## config.mk

```make
export PLATFORM = sky130hd
export DESIGN_NAME = mips_mc_seq
export DESIGN_NICKNAME = d
export VERILOG_FILES = /design/src/rtl/mips_mc_seq.sv
export SDC_FILE = /design/constraint.sdc
export NUM_CORES = 1
export LEC_CHECK = 0
export CAP_MARGIN = 20
export CORE_ASPECT_RATIO = 0.9
export CORE_UTILIZATION = 50
export CTS_CLUSTER_SIZE = 14
export DETAILED_ROUTE_END_ITERATION = 10
export PLACE_DENSITY = 0.84
export REMOVE_ABC_BUFFERS = 1
export SLEW_MARGIN = 20
export SYNTH_ARGS = -nofsm -noshare
export SYNTH_HDL_FRONTEND = slang
export SYNTH_SLANG_ARGS = --single-unit
```

## constraint.sdc

```tcl
create_clock -name clk -period 4.45 [get_ports clk]
set_input_delay 0.89 -clock clk [delete_from_list [all_inputs] [get_ports clk]]
set_output_delay 0.89 -clock clk [all_outputs]
set_load 0.01 [all_outputs]
```

## src/rtl/mips_mc_seq.sv

```systemverilog
// Multi-cycle MIPS instruction sequencer: IF/ID/EX/MEM/WB control FSM with
// parametrised instruction/data memory wait counters and an external stall.
// State, wait counter and sticky illegal flag are registered; the datapath
// strobes and next-PC select are decoded combinationally from the state.
module mips_mc_seq #(
  parameter int IM_LAT = 1,
  parameter int DM_LAT = 1,
  parameter int CNT_W  = 4
) (
  input  logic       clk,
  input  logic       rst,
  input  logic [5:0] opcode,
  input  logic [5:0] funct,
  input  logic       zero,
  input  logic       stall,
  output logic       pc_wr,
  output logic       ir_wr,
  output logic       reg_wr,
  output logic       mem_wr,
  output logic [1:0] npc_sel,
  output logic [2:0] state,
  output logic       instr_done,
  output logic       illegal
);

  typedef enum logic [2:0] {
    S_IF   = 3'd0,
    S_ID   = 3'd1,
    S_EX   = 3'd2,
    S_MEM  = 3'd3,
    S_WB   = 3'd4,
    S_HALT = 3'd7
  } state_t;

  typedef enum logic [3:0] {
    C_ALU  = 4'd0,  // addu, subu, ori, lui: execute then write back
    C_LW   = 4'd1,
    C_SW   = 4'd2,
    C_BEQ  = 4'd3,
    C_J    = 4'd4,
    C_JAL  = 4'd5,
    C_JR   = 4'd6,
    C_ILL  = 4'd7
  } cls_t;

  localparam logic [1:0] NPC_PC4 = 2'b00;
  localparam logic [1:0] NPC_BR  = 2'b01;
  localparam logic [1:0] NPC_J   = 2'b10;
  localparam logic [1:0] NPC_JR  = 2'b11;

  localparam logic [CNT_W-1:0] IM_LAST = CNT_W'(IM_LAT - 1);
  localparam logic [CNT_W-1:0] DM_LAST = CNT_W'(DM_LAT - 1);

  state_t           r_state;
  logic [CNT_W-1:0] r_cnt;
  logic             r_illegal;

  cls_t       w_cls;
  logic       w_pc_wr;
  logic       w_ir_wr;
  logic       w_reg_wr;
  logic       w_mem_wr;
  logic       w_done;
  logic [1:0] w_npc_sel;

  // Instruction class decode from opcode/funct
  always_comb begin
    w_cls = C_ILL;
    case (opcode)
      6'b000000: begin
        case (funct)
          6'b100001: w_cls = C_ALU;   // addu
          6'b100011: w_cls = C_ALU;   // subu
          6'b001000: w_cls = C_JR;
          default:   w_cls = C_ILL;
        endcase
      end
      6'b001101: w_cls = C_ALU;       // ori
      6'b001111: w_cls = C_ALU;       // lui
      6'b100011: w_cls = C_LW;
      6'b101011: w_cls = C_SW;
      6'b000100: w_cls = C_BEQ;
      6'b000010: w_cls = C_J;
      6'b000011: w_cls = C_JAL;
      default:   w_cls = C_ILL;
    endcase
  end

  // Sequencer state, wait counter and sticky illegal flag; stall freezes all
  always_ff @(posedge clk or posedge rst) begin
    if (rst) begin
      r_state   <= S_IF;
      r_cnt     <= {CNT_W{1'b0}};
      r_illegal <= 1'b0;
    end else if (!stall) begin
      case (r_state)
        S_IF: begin
          if (r_cnt == IM_LAST) begin
            r_cnt   <= {CNT_W{1'b0}};
            r_state <= S_ID;
          end else begin
            r_cnt <= r_cnt + {{(CNT_W-1){1'b0}}, 1'b1};
          end
        end
        S_ID: begin
          r_cnt <= {CNT_W{1'b0}};
          case (w_cls)
            C_ILL: begin
              r_illegal <= 1'b1;
              r_state   <= S_HALT;
            end
            C_J, C_JAL: r_state <= S_IF;
            default:    r_state <= S_EX;
          endcase
        end
        S_EX: begin
          r_cnt <= {CNT_W{1'b0}};
          case (w_cls)
            C_ALU:      r_state <= S_WB;
            C_LW, C_SW: r_state <= S_MEM;
            default:    r_state <= S_IF;  // beq / jr complete here
          endcase
        end
        S_MEM: begin
          if (r_cnt == DM_LAST) begin
            r_cnt   <= {CNT_W{1'b0}};
            r_state <= (w_cls == C_LW) ? S_WB : S_IF;
          end else begin
            r_cnt <= r_cnt + {{(CNT_W-1){1'b0}}, 1'b1};
          end
        end
        S_WB: begin
          r_cnt   <= {CNT_W{1'b0}};
          r_state <= S_IF;
        end
        S_HALT: begin
          r_cnt   <= {CNT_W{1'b0}};
          r_state <= S_HALT;
        end
        default: begin
          r_cnt   <= {CNT_W{1'b0}};
          r_state <= S_IF;
        end
      endcase
    end
  end

  // Unstalled strobe / next-PC decode from current state and instruction class
  always_comb begin
    w_pc_wr   = 1'b0;
    w_ir_wr   = 1'b0;
    w_reg_wr  = 1'b0;
    w_mem_wr  = 1'b0;
    w_done    = 1'b0;
    w_npc_sel = NPC_PC4;
    if (rst) begin
      w_npc_sel = NPC_PC4;
    end else begin
      case (r_state)
        S_IF: begin
          if (r_cnt == IM_LAST) begin
            w_ir_wr = 1'b1;
            w_pc_wr = 1'b1;
          end else begin
            w_ir_wr = 1'b0;
          end
        end
        S_ID: begin
          if (w_cls == C_J || w_cls == C_JAL) begin
            w_pc_wr   = 1'b1;
            w_npc_sel = NPC_J;
            w_done    = 1'b1;
            w_reg_wr  = (w_cls == C_JAL);  // $31 <- PC+4
          end else begin
            w_pc_wr = 1'b0;
          end
        end
        S_EX: begin
          if (w_cls == C_JR) begin
            w_pc_wr   = 1'b1;
            w_npc_sel = NPC_JR;
            w_done    = 1'b1;
          end else if (w_cls == C_BEQ) begin
            w_pc_wr   = zero;
            w_npc_sel = NPC_BR;
            w_done    = 1'b1;
          end else begin
            w_pc_wr = 1'b0;
          end
        end
        S_MEM: begin
          if (r_cnt == DM_LAST && w_cls == C_SW) begin
            w_mem_wr = 1'b1;
            w_done   = 1'b1;
          end else begin
            w_mem_wr = 1'b0;
          end
        end
        S_WB: begin
          w_reg_wr = 1'b1;
          w_done   = 1'b1;
        end
        default: begin
          w_pc_wr = 1'b0;  // HALT and unused encodings drive nothing
        end
      endcase
    end
  end

  // Output drive: stall suppresses strobes and done but keeps npc_sel visible
  always_comb begin
    npc_sel = w_npc_sel;
    state   = r_state;
    illegal = r_illegal;
    if (stall) begin
      pc_wr      = 1'b0;
      ir_wr      = 1'b0;
      reg_wr     = 1'b0;
      mem_wr     = 1'b0;
      instr_done = 1'b0;
    end else begin
      pc_wr      = w_pc_wr;
      ir_wr      = w_ir_wr;
      reg_wr     = w_reg_wr;
      mem_wr     = w_mem_wr;
      instr_done = w_done;
    end
  end

endmodule
```

==> After elaboration in Yosys (flattened, before gate mapping) <==
Cells that the tools add are included.
{ "totals": {"word_cells": 80, "out_inout_bits": 11, "inputBits": 16, "reg_bits": 8} }
{ "classes": {"n_mux": 38, "addsub": 1, "n_eq_ne": 24, "bitwise": 1, "reduce_logical": 13} }
{ "op_table": {"columns": ["cell", "count"], "rows": [
  ["4-bit one-hot mux with 7 select lines", 1],
  ["6-bit == test (second input constant)", 4],
  ["1-bit two-way mux", 21],
  ["6-bit by 4-bit == test with 1-bit output (second input constant)", 3],
  ["3-bit one-hot mux with 2 select lines", 3],
  ["4-bit by 3-bit == test with 1-bit output (second input constant)", 4],
  ["3-bit one-hot mux with 5 select lines", 1],
  ["6-bit by 2-bit == test with 1-bit output (second input constant)", 2],
  ["2-bit OR reduction", 5],
  ["3-bit two-way mux", 3],
  ["4-bit by 2-bit == test with 1-bit output (second input constant)", 2],
  ["4-bit logical NOT", 2],
  ["4-bit two-way mux", 2],
  ["3-bit by 2-bit == test with 1-bit output (second input constant)", 2],
  ["3-bit == test (second input constant)", 2],
  ["6-bit by 3-bit == test with 1-bit output (second input constant)", 1],
  ["6-bit logical NOT", 1],
  ["2-bit two-way mux", 3],
  ["3-bit AND reduction", 2],
  ["4-bit by 1-bit adder with 4-bit output (second input constant)", 1],
  ["4-bit by 1-bit == test with 1-bit output (second input constant)", 1],
  ["2-bit != test (second input constant)", 2],
  ["1-bit one-hot mux with 4 select lines", 1],
  ["2-bit one-hot mux with 2 select lines", 1],
  ["7 further kinds", 7]
]} }

==> Depth between registers and ports, before layout <==
{ "logic_depth": {"word_depth": 10, "mapped_depth": 8, "depth_no_buf": 8} }

==> Worst setup path before layout <==
No wires, ideal clock.
{ "synth_path": {"path_kind": "input to output", "start": "in opcode[1]", "end": "out instr_done", "arrival_time_ps": 2413, "path_slack_ps": 1147, "required_ps": 3560, "n_path_buf": 1, "path_stages": 7, "cell_sequence": "buf_6 or4b_4 a211oi_4 nand3b_1 a21oi_1 a21oi_1 a41oi_1"} }
{ "synth_between": {"elab_chain_cells": 9, "elab_cells_between_ends": 24, "classes_between": "eq/ne: 12; mux: 8; reduce/logical: 4"} }
{ "synth_rtl": {"columns": ["element", "line", "text"], "rows": [
  ["from (decl)", "12", "input logic [5:0] opcode,"],
  ["6-bit by 4-bit == test with 1-bit output", "69", "case (opcode)"],
  ["2-bit OR reduction (no source line)", null, null],
  ["4-bit one-hot mux with 7 select lines *", "69", null],
  ["4-bit by 2-bit == test with 1-bit output (tied with other cells)", "183", "end else if (w_cls == C_BEQ) begin"],
  ["1-bit two-way mux (tied with other cells)", "183", null],
  ["1-bit two-way mux (on tied branches)", "179, 169, 192", null],
  ["1-bit one-hot mux with 4 select lines *", "159", "case (r_state)"],
  ["1-bit two-way mux *", "156", "if (rst) begin"],
  ["1-bit two-way mux *", "215", "if (stall) begin"],
  ["to (decl)", "22", "output logic instr_done,"]
]} }
Every way passes the cells marked *; elsewhere a longest branch is shown, timed or not.

==> Final worst setup path <==
{ "layout_path": {"start": "in opcode[5]", "end": "out npc_sel[1]"} }
{ "layout_between": {"elab_chain_cells": 8, "elab_cells_between_ends": 18, "classes_between": "eq/ne: 10; mux: 5; reduce/logical: 3"} }
{ "layout_rtl": {"columns": ["element", "line", "text"], "rows": [
  ["6-bit by 4-bit == test with 1-bit output", "69", null],
  ["2-bit OR reduction (no source line)", null, null],
  ["4-bit one-hot mux with 7 select lines *", "69", null],
  ["4-bit by 3-bit == test with 1-bit output", "169", "if (w_cls == C_J || w_cls == C_JAL) begin"],
  ["1-bit logical OR", "169", null],
  ["2-bit two-way mux", "169", null],
  ["2-bit one-hot mux with 2 select lines *", "159", null],
  ["2-bit two-way mux *", "156", null],
  ["to (decl)", "20", "output logic [1:0] npc_sel,"]
]} }
Marks and branches as above.

==> results_dict.tcl <==
set metrics [dict create \
    outcome "completed" \
    fin_crit_sh_pct 97.0 \
    grt_use_total_pct 27.8 \
    port_buffers 26 \
    synth_area_um2 892 \
    synth_top_cell_by_area "dfrtp_1" \
    dp_cells 166 \
    num_rows 14 \
    wl_per_cell_um 14.7 \
    fin_nets 165 \
    clk_latency_ns 0.26 \
    drc 0 \
    hpwl_um 1850 \
    design.die.area_um2 1960 \
    r2r_start "r_cnt[0]$_DFFE_PP0N_" \
    slew_viol_final 0 \
    dr.pass1.iters 4 \
    syn2layout_area_growth_pct 38.3 \
    leakage_uw 0.000469 \
    required_ns 3.56 \
    synth_ff_type "dfrtp_1" \
    fin_worst_skew_ns 0.00431 \
    drt_iter0_drc 58 \
    path_max_fanout 7 \
    endpoint_kind "output port" \
    crit_top_cell "clkdlybuf4s50_1" \
    start_util_pct 53.6 \
    ir_worst_vdd_uv 380 \
    synth-async-reset-ratio_pct 100 \
    rr_worst_depth 8 \
    gr-total-overflow 0 \
    synth_most_common_cell "nand2_1" \
    met2_usage_pct 38.1 \
    synth-seq-area-share_pct 22.4 \
    cts_root_buffer "clkbuf_4" \
    holdWs_ns 0.480 \
    synth-edff-count 0 \
    grt_max_degree 14 \
    cp.buffers_inverters 3 \
    antenna_found_initial 0 \
    maxCapViolCount 0 \
    critPathLaunchType "input port" \
    worst-path-stages 9 \
    io_pins 27 \
    yosys_warnings 0 \
    p_total_uw 464 \
    yosys-top-cells-area "dfrtp_1 (22%), nand2_1 (5.5%), nor2_1 (4.6%)" \
    worstMarginPinSlew_ns 0.566 \
    viasPerCell 5.99 \
    grt_pass1_wl_um 4040 \
    synth_cell_types 45 \
    fmax_mhz 232 \
    die_x_um 46.5 \
    path_clk_slew_ns 0.05 \
    cp-startpoint "opcode[5]" \
    place.gp.congestion 0.842 \
    grt.busiest_layer "met1" \
    crit_slowest_cell "clkdlybuf4s50_1" \
    n_fill_cell 129 \
    pre_cts_ws_ns 0.0674 \
    cts_hold_buf 0 \
    worst_slack_ns 0.133 \
    p_per_area_nw_per_um2 376 \
    syn_avg_cell_area_um2 7.76 \
    syn_inst 115 \
    setup_viol 0 \
    clock-sinks 8 \
    cp_cell_sequence "clkdlybuf4s50_1 > or4b_4 > a211oi_4 > buf_4 > a311o_2 > a211oi_2 > nand2_1 > a211oi_1 > clkdlybuf4s50_1" \
    htree_levels 1 \
    grtUsageMet1_pct 43.2 \
    grt_pass1_vias 882 \
    yosys.area.top_type_share_pct 22.4 \
    drive_gt1_share_pct 12.4 \
    ys_top_cells_by_count "nand2_1 (13), nor2_1 (11), dfrtp_1 (8), a21oi_1 (7), inv_1 (7)" \
    met3_usage_pct 5.60 \
    worstSetupPathType "input port to output port" \
    post-route-min-period_ns 4.32 \
    path_delay_family "buffers and inverters" \
    stdcell_count 169 \
    r2r-end "state[0]$_DFFE_PP0P_" \
    worstSetupEndpoint "npc_sel[1]" \
    cp.arrival_ns 3.43 \
    core_um2 1660 \
    finalWirelength_um 2490 \
    antenna_left 0 \
    r2r_setup_slack_ns 2.20 \
    clock_path_buffers 2 \
    die_h_um 42.1 \
    slew_headroom_pct 62.1 \
    hp-class "register to register" \
    numCtsBuffers 3 \
    vias 1013 \
    tns_ns 0 \
    hold_violations 0 \
    synth-seq-cells 8 \
    antenna_cells 0 \
    critPathMaxStageDelay_ns 0.60 \
    tritoncts "yes" \
]
[through the flow]
stage / area [um^2] / utilization (%)
floorplan: 872 / -
global placement: 1190 / 71.7
detailed placement: 1190 / 71.7
CTS: 1210 / 73.0
global route: 1230 / 74.1
finish: 1230 / 74.1
[area by class of cell]
class | count | area (um^2) | share of cell area, %
Inverter | 7 | 26.3 | 2.13
Tap cell | 24 | 30.0 | 2.43
Sequential cell | 8 | 200 | 16.2
Timing Repair Buffer | 30 | 298 | 24.1
Clock buffer | 3 | 22.5 | 1.83
Multi-Input combinational cell | 97 | 657 | 53.2
[cells in the final DEF, fill, tap and decap left out, types with 2 or more instances in the layout]
cell type	n
clkdlybuf4s50_1	23
o21ai_0	3
nand4_1	3
nand3_1	2
nor2_1	11
o21ai_1	3
o31ai_1	3
ha_1	2
dfrtp_1	8
nand3b_1	2
or2_1	2
nand2_1	13
a21oi_1	7
a31oi_1	5
buf_4	4
inv_1	7
nor3_1	5
a41oi_1	3
dlymetal6s2s_1	3
xor2_1	3
nor2b_1	4
clkbuf_4	3
xnor2_1	2
[metal layers]
layer / up-vias / wire, um
met5: - / 0
met4: 0 / 52
met3: 6 / 213
met2: 57 / 1050
met1: 452 / 1170
li1: 498 / -
[logic make-up (layout without fill, tap and decap cells)]
| group | count (synthesis) | count (layout) | synth area share (%) |
|---|---|---|---|
| compound gates | 36 | 36 | 31.3 |
| flops | 8 | 8 | 22.4 |
| simple gates | 53 | 53 | 32.1 |
| xor+xnor | 5 | 5 | 4.91 |
| mux | 1 | 1 | 1.26 |
| buf+inv | 10 | 40 | 5.19 |
| fa+ha+maj | 2 | 2 | 2.80 |
[state kept, by name, summed over array words and instances (netlist names)]
| signal | count |
|---|---|
| illegal | 1 |
| state | 3 |
| r_cnt | 4 |
[how the worst min path moves through the flow]
stage	startpoint	endpoint	slack, ns	depth (start not counted)
5_1_grt	illegal$_DFFE_PP0P_	illegal$_DFFE_PP0P_	0.51	1
4_1_cts	illegal$_DFFE_PP0P_	illegal$_DFFE_PP0P_	0.48	1
6_report	illegal$_DFFE_PP0P_	illegal$_DFFE_PP0P_	0.48	1
2_1_floorplan	illegal$_DFFE_PP0P_	illegal$_DFFE_PP0P_	0.50	1
3_5_place_dp	illegal$_DFFE_PP0P_	illegal$_DFFE_PP0P_	0.46	1
3_3_place_gp	illegal$_DFFE_PP0P_	illegal$_DFFE_PP0P_	0.48	1
[repair_timing]
item / CTS / global route
gates resized for setup: 0 / 5
endpoints found under the setup margin: 0 / 4
setup buffers: 0 / 0
[power by group]
group | internal, uW | switching (uW)
combinational | 130 | 135
clock | 30.9 | 25.6
sequential | 95.7 | 46.8
No activity file was read; power rests on OpenSTA's default activity.
